### src/rtl/conv_lane_scheduler_pkg.sv
// Shared types and default sizing for the convolution lane scheduler.
package conv_pkg;

  localparam int NUM_LANES = 4;
  localparam int NUM_TAPS  = 9;
  localparam int COEF_W    = 8;

  typedef logic signed [COEF_W-1:0] coef_t;

  typedef enum logic [2:0] {
    S_IDLE,
    S_LOAD,
    S_START,
    S_RUN,
    S_DONE
  } state_t;

endpackage

### src/rtl/conv_lane_scheduler_counter.sv
// Per-lane output pixel counter with sticky tile-complete and overrun flags.
module lane_progress_counter #(
  parameter int PIX_PER_LANE = 16384,
  parameter int CNT_W        = 15
) (
  input  logic             clk,
  input  logic             rst_n,
  input  logic             clear,
  input  logic             enable,
  input  logic             valid,
  output logic [CNT_W-1:0] count,
  output logic             done,
  output logic             overrun
);

  localparam logic [CNT_W-1:0] LAST = CNT_W'(PIX_PER_LANE - 1);

  always_ff @(posedge clk or negedge rst_n) begin
    if (!rst_n) begin
      count   <= '0;
      done    <= 1'b0;
      overrun <= 1'b0;
    end else if (clear) begin
      count   <= '0;
      done    <= 1'b0;
      overrun <= 1'b0;
    end else if (enable && valid) begin
      if (done) begin
        overrun <= 1'b1;
      end else begin
        count <= count + 1'b1;
        if (count == LAST) done <= 1'b1;
      end
    end
  end

endmodule

### src/rtl/conv_lane_scheduler.sv
// Kernel bank + tap broadcast sequencer that tracks per-lane tile completion.
module conv_lane_scheduler #(
  parameter int NUM_LANES    = conv_pkg::NUM_LANES,
  parameter int NUM_TAPS     = conv_pkg::NUM_TAPS,
  parameter int PIX_PER_LANE = 16384,
  parameter int CNT_W        = 15
) (
  input  logic                 clk,
  input  logic                 rst_n,
  input  logic                 cfg_we,
  input  logic [3:0]           cfg_addr,
  input  logic [7:0]           cfg_data,
  input  logic                 go,
  input  logic [NUM_LANES-1:0] lane_valid,
  output logic [7:0]           fc,
  output logic                 fc_valid,
  output logic                 start,
  output logic                 busy,
  output logic                 done,
  output logic [NUM_LANES-1:0] lane_done,
  output logic                 overrun
);

  import conv_pkg::*;

  localparam int TAP_W = (NUM_TAPS > 1) ? $clog2(NUM_TAPS) : 1;
  localparam logic [TAP_W-1:0] LAST_TAP = TAP_W'(NUM_TAPS - 1);
  localparam logic [CNT_W-1:0] LAST_PIX = CNT_W'(PIX_PER_LANE - 1);

  state_t           state, state_n;
  logic [TAP_W-1:0] tap, tap_n;
  coef_t            bank [NUM_TAPS];
  coef_t            fc_n;
  logic             fc_valid_n, start_n, done_n, busy_n;
  logic             accept, bank_we, in_run, ovr_ext;
  logic [NUM_LANES-1:0] lane_fin, lane_ovr;
  logic [CNT_W-1:0]     lane_cnt [NUM_LANES];

  assign accept  = (state == S_IDLE) && go;
  assign bank_we = (state == S_IDLE) && cfg_we && (int'(cfg_addr) < NUM_TAPS);
  assign in_run  = (state == S_RUN);

  always_ff @(posedge clk or negedge rst_n) begin
    if (!rst_n) begin
      for (int unsigned i = 0; i < NUM_TAPS; i++) bank[i] <= '0;
    end else if (bank_we) begin
      bank[cfg_addr[TAP_W-1:0]] <= cfg_data;
    end
  end

  // Lane counts as finished on the edge that delivers its last pixel.
  for (genvar i = 0; i < NUM_LANES; i++) begin : g_lane
    lane_progress_counter #(
      .PIX_PER_LANE(PIX_PER_LANE),
      .CNT_W       (CNT_W)
    ) u_cnt (
      .clk    (clk),
      .rst_n  (rst_n),
      .clear  (accept),
      .enable (in_run),
      .valid  (lane_valid[i]),
      .count  (lane_cnt[i]),
      .done   (lane_done[i]),
      .overrun(lane_ovr[i])
    );
    assign lane_fin[i] = lane_done[i] || (lane_valid[i] && (lane_cnt[i] == LAST_PIX));
  end

  always_comb begin
    state_n = state;
    tap_n   = tap;
    unique case (state)
      S_IDLE:  if (go) begin
                 state_n = S_LOAD;
                 tap_n   = '0;
               end
      S_LOAD:  if (tap == LAST_TAP) state_n = S_START;
               else                 tap_n   = tap + 1'b1;
      S_START: state_n = S_RUN;
      S_RUN:   if (&lane_fin) state_n = S_DONE;
      S_DONE:  state_n = S_IDLE;
      default: state_n = S_IDLE;
    endcase

    // Outputs are registered from next state; a same-cycle bank write forwards into tap 0.
    fc_valid_n = (state_n == S_LOAD);
    fc_n       = '0;
    if (fc_valid_n) begin
      if (bank_we && (int'(cfg_addr) == int'(tap_n))) fc_n = coef_t'(cfg_data);
      else                                            fc_n = bank[tap_n];
    end
    start_n = (state_n == S_START);
    done_n  = (state_n == S_DONE);
    busy_n  = (state_n != S_IDLE);
  end

  always_ff @(posedge clk or negedge rst_n) begin
    if (!rst_n) begin
      state    <= S_IDLE;
      tap      <= '0;
      fc       <= '0;
      fc_valid <= 1'b0;
      start    <= 1'b0;
      busy     <= 1'b0;
      done     <= 1'b0;
      ovr_ext  <= 1'b0;
    end else begin
      state    <= state_n;
      tap      <= tap_n;
      fc       <= fc_n;
      fc_valid <= fc_valid_n;
      start    <= start_n;
      busy     <= busy_n;
      done     <= done_n;
      if (accept)                       ovr_ext <= 1'b0;
      else if (!in_run && |lane_valid)  ovr_ext <= 1'b1;
    end
  end

  assign overrun = ovr_ext || (|lane_ovr);

endmodule
### config.mk
export PLATFORM = sky130hd
export DESIGN_NAME = conv_lane_scheduler
export DESIGN_NICKNAME = d
export VERILOG_FILES = /design/src/rtl/conv_lane_scheduler_pkg.sv /design/src/rtl/conv_lane_scheduler_counter.sv /design/src/rtl/conv_lane_scheduler.sv
export SDC_FILE = /design/constraint.sdc
export NUM_CORES = 1
export LEC_CHECK = 0
export ABC_CLOCK_PERIOD_IN_PS = 2300
export BUFFER_PORTS_ARGS = -buffer_cell sky130_fd_sc_hd__buf_2
export CAP_MARGIN = 15
export CORE_UTILIZATION = 24
export CTS_BUF_LIST = sky130_fd_sc_hd__clkbuf_8
export DETAILED_ROUTE_END_ITERATION = 16
export GPL_TIMING_DRIVEN = 0
export MAX_ROUTING_LAYER = met4
export PLACE_DENSITY = 0.46
export REMOVE_ABC_BUFFERS = 1
export SLEW_MARGIN = 25
export SYNTH_ARGS = -nofsm -noshare
export SYNTH_HDL_FRONTEND = slang
export SYNTH_SLANG_ARGS = --single-unit
### constraint.sdc
create_clock -name clk -period 2.3 [get_ports clk]
set_input_delay 0 -clock clk [delete_from_list [all_inputs] [get_ports clk]]
set_output_delay 0 -clock clk [all_outputs]
set_load 0.01 [all_outputs]
==> metrics.md <==
| Metric | Value |
|---|---|
| Failing checks | `setup timing` |
| CP startpoint kind | `flip-flop` |
| Worst r2r dst | `fc[2]$_DFF_PN0_` |
| Final hold vios | `0` |
| CTS H-tree depth | `4` |
| Final hold slack | `0.0945 ns` |
| Top FF cell, synth | `dfrtp_1` |
| Asr flop ratio synth | `100%` |
| Seq. cell area | `0.00401 mm²` |
| Clock transition at path regs | `0.09 ns` |
| Path depth of the worst reg2reg path | `9` |
| Gr ovfl total | `0` |
| Rows | `65` |
| Fin. max-slew vios | `0` |
| Die Ht | `181 µm` |
| 1st-iter DRT viols | `231` |
| Root buffer cell | `clkbuf_8` |
| # fillers | `3,248` |
| Diodes inserted | `0` |
| Syn_area_per_cell | `10.9 µm²` |
| Post-synth EDFFs | `0` |
| Distinct cells, synth | `52` |
| Worst path arrival time | `2.79 ns` |
| Num CTS Buffers | `17` |
| Synth Area in XOR/XNOR | `6.13%` |
| CORE AREA | `0.0316 mm²` |
| Status | `finished, violations left` |
| PortBufs | `36` |
| Crit path required time | `2.67 ns` |
| Leakage | `4.50 nW` |
| Critical Path Sink Type | `flip-flop` |
| Final #Nets | `836` |
| # clock sinks | `160` |
| Reg2reg setup slack | `-0.12 ns` |
| Synth top area share | `51.9%` |
| Die area | `0.0329 mm²` |
| Synth Area in Adders | `0.973%` |
| Worst r2r src | `tap[0]$_DFF_PN0_` |
| Worst Setup Path Type | `reg2reg` |
| CTS tree | `done` |
| Area growth from synthesis to layout | `28.1%` |
| Initial core utilization | `24.4%` |
| Final Skew | `0.0151 ns` |
| Clk buf depth | `2` |
| Slew @ Worst Pin | `0.607 ns` |
| Pre-antenna DRT Iters | `4` |
| Antenna-violating nets left | `0` |
| FMAX | `0.413 GHz` |
| Setup total negative slack | `-0.651 ns` |
| Mapped Area | `0.00772 mm²` |
| Slew HR | `59.5%` |
| Dpl hpwl | `11.2 mm` |
| RSZ-0062 raised after global routing | `yes` |
| Yosys reg bits | `160` |
| Drt via density | `4.53` |
| Footprint of the multi-input gates | `0.00391 mm²` |
| Fin crit period | `2.42 ns` |
| Power density cells | `1040 mW/mm²` |
| GRT Util Overall | `11.8%` |
| First-pass GRT wire length | `29.7 mm` |
| Final setup fails | `10` |
| Post-synthesis sequential area ratio | `51.9%` |
| Hold Path Class | `in2async` |
| Layout cells sized above 1 | `35.6%` |
| IO Count | `37` |
| IR drop worst, VDD | `528 µV` |
| Multiplexer area fraction after synthesis | `14.2%` |
| Drt wl/cell | `15.1 µm` |
| CP startpoint | `tap[0]$_DFF_PN0_` |
| Gate Count Post-Synth | `708` |
| Largest net degree at the start of global routing | `85` |
| Final worst setup slack | `-0.119 ns` |
| Die Wd | `181 µm` |
| Largest family of logic cells by synthesized area | `simple AND/OR/NAND/NOR gates` |
| Yosys Warn Count | `0` |
| Cell taking the most area after synthesis | `dfrtp_1` |
| Compound-Gate Fraction of Synth Area | `8.17%` |
| Placer Congestion | `0.752` |
| Initial antenna violation count | `0` |
| Synth area leaders | `dfrtp_1, mux2_2, nor2_1` |
| Max_cap viols | `0` |
| Crit-path max FO | `8` |
| DRC | `0` |
| Final Cycle Share | `105%` |
| Number of global-route vias before repair | `5,587` |
| Clk_lat worst skew | `0.46 ns` |
| Simple-gate area share of the yosys netlist | `15.7%` |
| Vias after detailed routing | `5,544` |
| Post-Route WL | `18.5 mm` |
## routing by layer
layer,GRT usage (%),share of wire (%),vias up,wire (µm)
met2,17.5,45,52,8400
met5,-,0,-,0
met1,16.0,51,2776,9430
met4,3.29,1.2,0,227
li1,-,-,2698,-
met3,2.84,2.2,18,408
## synth_stat cells (5+ instances only)
cell      instances
a31oi_1           9
nor2_1           85
nand3_1          22
o211ai_1          8
a211oi_1         14
xnor2_1          28
and3_1           23
inv_1            10
xor2_1           26
nand2_1          37
a21oi_1          25
nand4_1           8
o21ai_0          25
ha_1              6
or3_1             8
dfrtp_1         160
mux2i_1          27
mux2_2           73
buf_1            11
nor3b_1           8
buf_2             5
a21boi_0          8
clkbuf_1         18
nand3b_1          5
nor3_1           10
buf_4             5
nor4_1            6
## layout make-up
class	count	share of cell area, %
Clock inverter	12	1.44
Inverter	11	0.506
Sequential cell	160	40.5
Timing Repair Buffer	123	10.1
Tap cell	402	5.09
Clock buffer	20	2.78
Multi-Input combinational cell	497	39.6
## layout by cell type, fill, tap and decap left out, types with 6 or more instances in the layout
cell type,n
dfrtp_1,157
buf_4,59
a21oi_1,13
a31oi_1,8
nor3_1,7
a211oi_1,14
nand2_1,34
nor2_1,78
xnor2_1,27
buf_2,35
xor2_1,25
nand3_1,21
a21oi_2,12
or3_1,6
clkbuf_8,20
o21ai_1,9
dlygate4sd3_1,14
o21ai_0,12
inv_1,11
a21boi_2,8
and3_1,22
mux2i_1,27
buf_6,8
mux2_2,72
o211ai_1,8
nand4_1,8
## sequential cells by signal, indices dropped and copies added, names as in the netlist
name / cells
fc_valid: 1
busy: 1
g_lane.u_cnt.overrun: 4
g_lane.u_cnt.done: 4
fc: 8
start: 1
done: 1
ovr_ext: 1
tap: 4
bank: 72
g_lane.u_cnt.count: 60
state: 3
## critical path, cell delays in order, from the launching register on
cell	delay, ns
dfrtp_1	0.40
inv_2	0.10
ha_2	0.18
nand4b_1	0.15
a31oi_2	0.29
nor2_4	0.11
xnor2_2	0.18
or4_4	0.55
a21boi_2	0.19
a21oi_2	0.18
## timing repair
| item | CTS | global route |
|---|---|---|
| gates cloned | 1 | 1 |
| endpoints found under the setup margin | 100 | 49 |
| gates resized for setup | 90 | 40 |
| pin swaps | 29 | 26 |
| setup buffers | 37 | 27 |
| endpoints found under the hold margin | 167 | 0 |
| hold buffers | 14 | 0 |
## stage by stage
step                area, µm²  worst slack [ns]  total power, W  cells  util (%)
floorplan                7520             -3.91         0.00590    667         -
global placement         8210             -7.58         0.00681   1105      25.9
detailed placement       8330             -1.48         0.00690   1114      26.3
CTS                      9520            -0.115          0.0100   1197      30.1
global route             9880            -0.192          0.0109   1225      31.2
finish                   9880            -0.119          0.0103   1225      31.2
## power breakdown
part	switching, W	internal (W)	leakage [nW]
logic	0.00215	0.00202	2.12
clock network	0.00106	0.00115	0.220
registers	0.000419	0.00344	2.15
total	0.00364	0.00662	4.50
## cell families (layout without fill, tap and decap cells)
kind of cell	Yosys count	after routing
AND/OR/NAND/NOR	235	236
flip-flops	160	160
AO/OA/AOI/OAI	101	101
multiplexers	100	100
XOR/XNOR	54	54
buffers and inverters	52	166
adder cells (fa/ha/maj)	6	6
## how the worst max path moves through the flow
stage	to	slack, ns	cells past startpoint
global placement	g_lane[2].u_cnt.count[9]$_DFFE_PN0P_	-7.58	7
global route	fc[2]$_DFF_PN0_	-0.19	8
finish	fc[2]$_DFF_PN0_	-0.12	9
detailed placement	fc[6]$_DFF_PN0_	-1.48	7
floorplan	g_lane[2].u_cnt.count[11]$_DFFE_PN0P_	-3.91	7
CTS	fc[6]$_DFF_PN0_	-0.12	8
Note: power is estimated with default switching activity, not from simulation.
